## config.mk

```make
export PLATFORM = sky130hd
export DESIGN_NAME = bus_demux5
export DESIGN_NICKNAME = d
export VERILOG_FILES = /design/src/rtl/riscv_bus_pkg.sv /design/src/rtl/bus_addr_decode.sv /design/src/rtl/bus_demux5.sv
export SDC_FILE = /design/constraint.sdc
export NUM_CORES = 1
export LEC_CHECK = 0
export CAP_MARGIN = 20
export CORE_AREA = 2 2 139 141
export DETAILED_ROUTE_END_ITERATION = 16
export DIE_AREA = 0 0 141 143
export GPL_TIMING_DRIVEN = 0
export HOLD_SLACK_MARGIN = 0.03
export PLACE_DENSITY = 0.7
export REMOVE_ABC_BUFFERS = 1
export SLEW_MARGIN = 40
export SYNTH_ARGS = -nofsm -noshare
export SYNTH_HDL_FRONTEND = slang
export SYNTH_HIERARCHICAL = 1
export SYNTH_SLANG_ARGS = --single-unit
```

## constraint.sdc

```tcl
create_clock -name clk -period 5.8 [get_ports clk]
set_input_delay 0.87 -clock clk [delete_from_list [all_inputs] [get_ports clk]]
set_output_delay 0.87 -clock clk [all_outputs]
set_load 0.1 [all_outputs]
```

## src/rtl/riscv_bus_pkg.sv

```systemverilog
// Shared constants and types for the load/store bus demultiplexer: address map,
// FSM state encoding and the latched request record.
package riscv_bus_pkg;

    localparam int unsigned NUM_SLAVES = 5;
    localparam int unsigned SEL_W      = 3;
    localparam int unsigned CNT_W      = 8;

    // Packed arrays: element [i] is slave i.
    localparam logic [NUM_SLAVES-1:0][31:0] REGION_BASE = {
        32'h4000_0000, 32'h3000_0000, 32'h2000_0000, 32'h1000_0000, 32'h0000_0000
    };
    localparam logic [NUM_SLAVES-1:0][31:0] REGION_MASK = {
        32'hFFFF_F000, 32'hFFFF_F000, 32'hFFFF_F000, 32'hFFFF_F000, 32'hFFFF_0000
    };

    typedef enum logic [1:0] {
        StIdle,
        StIssue,
        StWait,
        StResp
    } state_e;

    typedef struct packed {
        logic [31:0] addr;
        logic        we;
        logic [31:0] wdata;
        logic [3:0]  be;
    } bus_req_t;

endpackage

```

## src/rtl/bus_addr_decode.sv

```systemverilog
// Combinational address decoder: maps a byte address onto a slave index using the
// package region table. The lowest matching index wins.
module bus_addr_decode
    import riscv_bus_pkg::*;
(
    input  logic [31:0]      addr_i,
    output logic             hit_o,
    output logic [SEL_W-1:0] sel_o
);

    always_comb begin
        hit_o = 1'b0;
        sel_o = '0;
        // Walk from the top so a lower index overrides any higher match.
        for (int i = int'(NUM_SLAVES) - 1; i >= 0; i--) begin
            if ((addr_i & REGION_MASK[i]) == REGION_BASE[i]) begin
                hit_o = 1'b1;
                sel_o = SEL_W'(i);
            end
        end
    end

endmodule

```

## src/rtl/bus_demux5.sv

```systemverilog
// Single-master to five-slave bus demultiplexer with one outstanding transaction,
// error responses for unmapped addresses and slave timeouts.
module bus_demux5
    import riscv_bus_pkg::*;
#(
    parameter int unsigned TIMEOUT = 255
) (
    input  logic                     clk,
    input  logic                     rst,
    input  logic                     m_req_valid,
    output logic                     m_req_ready,
    input  logic [31:0]              m_req_addr,
    input  logic                     m_req_we,
    input  logic [31:0]              m_req_wdata,
    input  logic [3:0]               m_req_be,
    output logic                     m_rsp_valid,
    input  logic                     m_rsp_ready,
    output logic [31:0]              m_rsp_rdata,
    output logic                     m_rsp_err,
    output logic [NUM_SLAVES-1:0]    s_req_valid,
    input  logic [NUM_SLAVES-1:0]    s_req_ready,
    output logic [31:0]              s_req_addr,
    output logic                     s_req_we,
    output logic [31:0]              s_req_wdata,
    output logic [3:0]               s_req_be,
    input  logic [NUM_SLAVES-1:0]    s_rsp_valid,
    input  logic [NUM_SLAVES*32-1:0] s_rsp_rdata,
    output logic [SEL_W-1:0]         sel
);

    localparam logic [CNT_W-1:0] TIMEOUT_CNT  = CNT_W'(TIMEOUT);
    localparam logic [CNT_W-1:0] TIMEOUT_LAST = CNT_W'(TIMEOUT - 1);

    state_e           state_q, state_d;
    bus_req_t         req_q, req_d;
    logic [SEL_W-1:0] sel_q, sel_d;
    logic [CNT_W-1:0] cnt_q, cnt_d, cnt_inc;
    logic [31:0]      rdata_q, rdata_d;
    logic             err_q, err_d;

    logic             dec_hit;
    logic [SEL_W-1:0] dec_sel;
    logic             sel_ready;
    logic             sel_rsp_valid;
    logic [31:0]      sel_rsp_rdata;

    bus_addr_decode u_decode (
        .addr_i (m_req_addr),
        .hit_o  (dec_hit),
        .sel_o  (dec_sel)
    );

    // Pick out the owning slave's handshake and data lanes.
    always_comb begin
        sel_ready     = 1'b0;
        sel_rsp_valid = 1'b0;
        sel_rsp_rdata = '0;
        for (int i = 0; i < int'(NUM_SLAVES); i++) begin
            if (sel_q == SEL_W'(i)) begin
                sel_ready     = s_req_ready[i];
                sel_rsp_valid = s_rsp_valid[i];
                sel_rsp_rdata = s_rsp_rdata[i*32 +: 32];
            end
        end
    end

    assign cnt_inc = (cnt_q < TIMEOUT_CNT) ? cnt_q + 1'b1 : cnt_q;

    always_comb begin
        state_d = state_q;
        req_d   = req_q;
        sel_d   = sel_q;
        cnt_d   = cnt_q;
        rdata_d = rdata_q;
        err_d   = err_q;
        case (state_q)
            StIdle: begin
                if (m_req_valid) begin
                    req_d.addr  = m_req_addr;
                    req_d.we    = m_req_we;
                    req_d.wdata = m_req_wdata;
                    req_d.be    = m_req_be;
                    sel_d       = dec_sel;
                    cnt_d       = '0;
                    rdata_d     = '0;
                    err_d       = ~dec_hit;
                    state_d     = dec_hit ? StIssue : StResp;
                end
            end
            StIssue: begin
                cnt_d = cnt_inc;
                if (sel_ready) begin
                    state_d = StWait;
                end
            end
            StWait: begin
                cnt_d = cnt_inc;
                // A response arriving on the timeout cycle still counts as success.
                if (sel_rsp_valid) begin
                    rdata_d = sel_rsp_rdata;
                    err_d   = 1'b0;
                    state_d = StResp;
                end else if (cnt_q >= TIMEOUT_LAST) begin
                    rdata_d = '0;
                    err_d   = 1'b1;
                    state_d = StResp;
                end
            end
            StResp: begin
                if (m_rsp_ready) begin
                    state_d = StIdle;
                end
            end
            default: state_d = StIdle;
        endcase
    end

    always_ff @(posedge clk or posedge rst) begin
        if (rst) begin
            state_q <= StIdle;
            req_q   <= '0;
            sel_q   <= '0;
            cnt_q   <= '0;
            rdata_q <= '0;
            err_q   <= 1'b0;
        end else begin
            state_q <= state_d;
            req_q   <= req_d;
            sel_q   <= sel_d;
            cnt_q   <= cnt_d;
            rdata_q <= rdata_d;
            err_q   <= err_d;
        end
    end

    assign m_req_ready = (state_q == StIdle);
    assign m_rsp_valid = (state_q == StResp);
    assign m_rsp_rdata = rdata_q;
    assign m_rsp_err   = err_q;
    assign s_req_valid = (state_q == StIssue) ? (NUM_SLAVES'(1) << sel_q) : '0;
    assign s_req_addr  = req_q.addr;
    assign s_req_we    = req_q.we;
    assign s_req_wdata = req_q.wdata;
    assign s_req_be    = req_q.be;
    assign sel         = sel_q;

endmodule
```

# Word level (Yosys, flattened, before mapping)
# Cells that the tools add are included.
# totals
out_inout_bits	112
register_bits	115
input_bits	243
wordCells	84
# op_classes
muxes	44
reduce_logical	10
bitwise_logic	1
order_cmp	2
n_shift	1
add_sub_neg	1
eq_ne	16
# ops
cell	n
2-to-1 mux 32 bit	8
one-hot mux 32 bit (2 select lines)	1
== test 20 x 18 -> 1 bit, second input constant	2
zero test 32 bit	1
== test 20 x 17 -> 1 bit, second input constant	1
== test 20 x 19 -> 1 bit, second input constant	1
2-to-1 mux 1 bit	18
2-to-1 mux 8 bit	2
one-hot mux 8 bit (2 select lines)	1
2-to-1 mux 3 bit	5
2-to-1 mux 2 bit	6
adder 8 x 1 -> 8 bit, second input constant	1
greater-or-equal comparator 8 bit, second input constant	1
< comparator 8 bit, second input constant	1
one-hot mux 2 bit (4 select lines)	1
== test 3 x 2 -> 1 bit, second input constant	2
AND reduction 3 bit	2
2-to-1 mux 5 bit	1
<< shifter 1 x 3 -> 5 bit, first input constant	1
== test 2 bit, second input constant	2
inequality test 2 x 1 -> 1 bit, second input constant	2
inequality test 2 bit, second input constant	2
AND reduction 4 bit	1
nonzero test 2 bit	2
10 further kinds	10

# Depth between registers and ports, before layout
# depth
word_depth	9
ltp_mapped	8
depth_no_buf	7

# Modules after synthesis
# Netlist, hierarchy kept.
# modules_own_cells
mod	seq_area_each_um2	cells_each	n_inst	area_per_inst_um2
bus_demux5	2877.8	437	1	5813.1
bus_addr_decode	0.0	15	1	92.6

# Worst setup path before layout
# OpenSTA, ideal clock, no wires.
# synth_timing
kind	register -> output
startpoint	register sel_q[1] (netlist: sel[1])
endpoint	output port s_req_valid[0]
stages_incl_launch_ff	5
path_slack_ns	1.321
path_buffers	3
arrival_ns	3.609
required_ns	4.930
cell_sequence	dfrtp_1 buf_4 buf_2 buf_4 nor3b_1
# synth_between
elab_chain_cells	2
# synth_rtl
item	line	text
start, declared	bus_demux5.sv:36	logic [SEL_W-1:0] sel_q, sel_d;
start signal, assigned	bus_demux5.sv:129	sel_q <= sel_d;
<< shifter 1 x 3 -> 5 bit	bus_demux5.sv:140	assign s_req_valid = (state_q == StIssue) ? (NUM_SLAVES'(1) << sel_q) : '0;
2-to-1 mux 5 bit	bus_demux5.sv:140	
end, declared	bus_demux5.sv:20	output logic [NUM_SLAVES-1:0] s_req_valid,
# No other way between the ends.

# Final worst setup path
# layout_timing
startpoint	register sel_q[1] (netlist: sel[1])
endpoint	output port s_req_valid[4]
# The elaborated chain is that of the path after synthesis.

==> results_dict.tcl <==
set metrics [dict create \
    status "finished, final reports clean" \
    placementRows 50 \
    fin_crit_sh 0.546 \
    grt_usage 0.202 \
    synth_cells 452 \
    fillers 1641 \
    io_pins 355 \
    postSynth.asyncResetShare 1.00 \
    dpl_worst_slack_ps 2900 \
    synth.yosys.warnings 6 \
    endpoint_kind "primary output" \
    drt-wirelength-per-cell_um 19.6 \
    mostFrequentLayoutCells "clkdlybuf4s50_1, dfrtp_1, buf_2, mux2_2, nand2_1" \
    die_h_um 143 \
    cts_resized 0 \
    path_delay_family "buffers and inverters" \
    synth_top_flop_cell "dfrtp_1" \
    critical_path_class "reg2out" \
    clock_skew_ps 10.8 \
    grt_pass1_wl_um 31000 \
    gp_congestion 0.913 \
    fin_nets 1051 \
    seq_area_um2 2890 \
    dr.pass1.iters 4 \
    fmax_mhz 316 \
    diodes 0 \
    htreeDepth 4 \
    grt_start_max_net_pins 63 \
    cts_buffers 17 \
    cp-startpoint "sel[1]" \
    dp_hpwl_um 16300 \
    worst-slew-pin-transition_ps 657 \
    cp.required_ps 4930 \
    drtIter0Drc 209 \
    io_buffer_count 354 \
    synth_area_per_cell_um2 13.1 \
    ys_ff_latch 115 \
    grt_setup_unrepaired "false" \
    dr_wl_met3_um 1420 \
    startpoint_type "flop" \
    synth_cell_types 47 \
    cpPeakStageDelay_ps 590 \
    yosysSeqAreaShare 0.487 \
    hold_slack_ps 465 \
    tns_ps 0 \
    drive_gt1_frac 0.345 \
    tritoncts "built" \
    cp_cell_sequence "buf_12 > nor3b_4 > and2_1 > buf_2" \
    num_vias 5211 \
    rr_startpoint "sel[1]" \
    hp-start "m_rsp_rdata[3]" \
    top_layer "met5" \
    cts_setup_buffers 0 \
    dp.cells 1017 \
    met2_length_um 10500 \
    first_global_vias 5471 \
    synth_edf_count 0 \
    synth_top_family_by_area "multiplexers" \
    routed_wirelength_um 20500 \
    hold_violations 0 \
    period_needed_ps 3160 \
    synth_area_um2 5910 \
    die_w_um 141 \
    worstSkewPairLatency_ps 410 \
    area_delta_synth_final_pct 64.6 \
    cts.sinks 115 \
    wl_met1_um 8130 \
    antenna_found_initial 1 \
    finalSetupViolCount 0 \
    crit_arrival_ps 2290 \
    hold_buffers 0 \
    worst-path-buf-inv 2 \
    hold_class "reg2reg" \
    synth_compound_area_frac 0.0989 \
    path_max_fanout 34 \
    synth.area.mux_share 0.272 \
    ant_nets 0 \
    core_area_um2 18600 \
    initial_utilization 0.318 \
    report.final.slew_viol_count 0 \
    drv_cap 0 \
    vias_per_cell 4.97 \
    synthAdderAreaFrac 0.0146 \
    synth_xor_area_frac 0.00890 \
    slew-limit-headroom 0.561 \
    final_common_cell "clkdlybuf4s50_1" \
    drc_errors 0 \
    instances_no_fill 1048 \
    clk_path_buf_depth 2 \
    synthSimpleGateAreaFrac 0.0775 \
    worst_slack_ps 2640 \
    critical-path-slowest-cell "dfrtp_4" \
    multi_input_area_um2 2800 \
    path_clk_slew_ps 60 \
    grt.overflow.total 0 \
    clockRootBuffer "clkbuf_16" \
    die_area_um2 20200 \
]
-- kinds of logic (layout without fill, tap and decap cells) --
group                      after synthesis  count (layout)
and+or+nand+nor                         92              92
AOI/OAI and AO/OA                       79              79
DFF                                    115             115
buffers and inverters                   42             404
muxes                                  111             111
adders and majority gates                7               7
xor gates and xnor gates                 6               6
-- Yosys cell counts, types with 4 or more instances --
master | instances | area share
dfrtp_1 | 115 | 0.49
mux2_2 | 72 | 0.14
nand2_1 | 41 | 0.026
a22oi_1 | 31 | 0.039
mux4_2 | 27 | 0.10
o21ai_2 | 16 | 0.024
o21ai_1 | 15 | 0.013
buf_2 | 13 | 0.011
nor2_1 | 12 | 0.0076
clkbuf_1 | 10 | 0.0064
inv_1 | 10 | 0.0064
mux2i_1 | 8 | 0.014
o21ai_0 | 8 | 0.0068
buf_6 | 6 | 0.011
ha_1 | 6 | 0.013
nand3_1 | 6 | 0.0051
xor2_1 | 6 | 0.0089
nor4_1 | 5 | 0.0053
mux4_1 | 4 | 0.018
nand4_1 | 4 | 0.0042
nor3_1 | 4 | 0.0034
-- flip-flops by register name (all words and copies together) (netlist names) --
name and cells:
cnt_q 8, s_req_addr 32, sel 3, s_req_wdata 32, s_req_be 4, m_rsp_err 1, s_req_we 1, state_q 2
m_rsp_rdata 32
-- metal layers --
layer | vias up | GRT usage
li1 | 2387 | -
met1 | 2568 | 0.239
met2 | 212 | 0.343
met3 | 42 | 0.0671
met4 | 2 | 0.0753
met5 | - | 0
-- worst reg2reg max path, stage by stage, from the launching register on --
cell,delay [ps]
dfrtp_4,570
buf_12,250
mux2i_1,300
o32ai_2,170
o31ai_4,490
buf_4,300
buf_6,180
nand2_1,60
o21ai_1,80
-- layout make-up --
type                            count  share of cell area
Timing Repair Buffer              363               0.322
Clock buffer                       21              0.0474
Clock inverter                     10              0.0112
Inverter                           10             0.00463
Sequential cell                   115               0.297
Tap cell                          234              0.0301
Multi-Input combinational cell    295               0.288
-- path summary, 6_finish.rpt --
path	end	slack, ps	cells after the start
min in group asynchronous	s_req_wdata[26]	870	2
max in group asynchronous	sel[0]	4270	3
hold / removal	m_rsp_rdata[3]	470	2
setup / recovery	s_req_valid[4]	2640	4
hold reg to reg	m_rsp_rdata[3]	470	2
setup reg to reg	m_rsp_rdata[5]	3310	8
-- through the flow --
stage                     utilization  instance area [um2]
after floorplan                     -                 5700
after global placement          0.513                 9540
after detailed placement        0.493                 9150
after CTS                       0.523                 9720
after global routing            0.523                 9720
final                           0.523                 9720
Power is left out: the tool's default activity adds up to more than one toggle a clock period on the data nets, which glitch-free logic cannot reach.
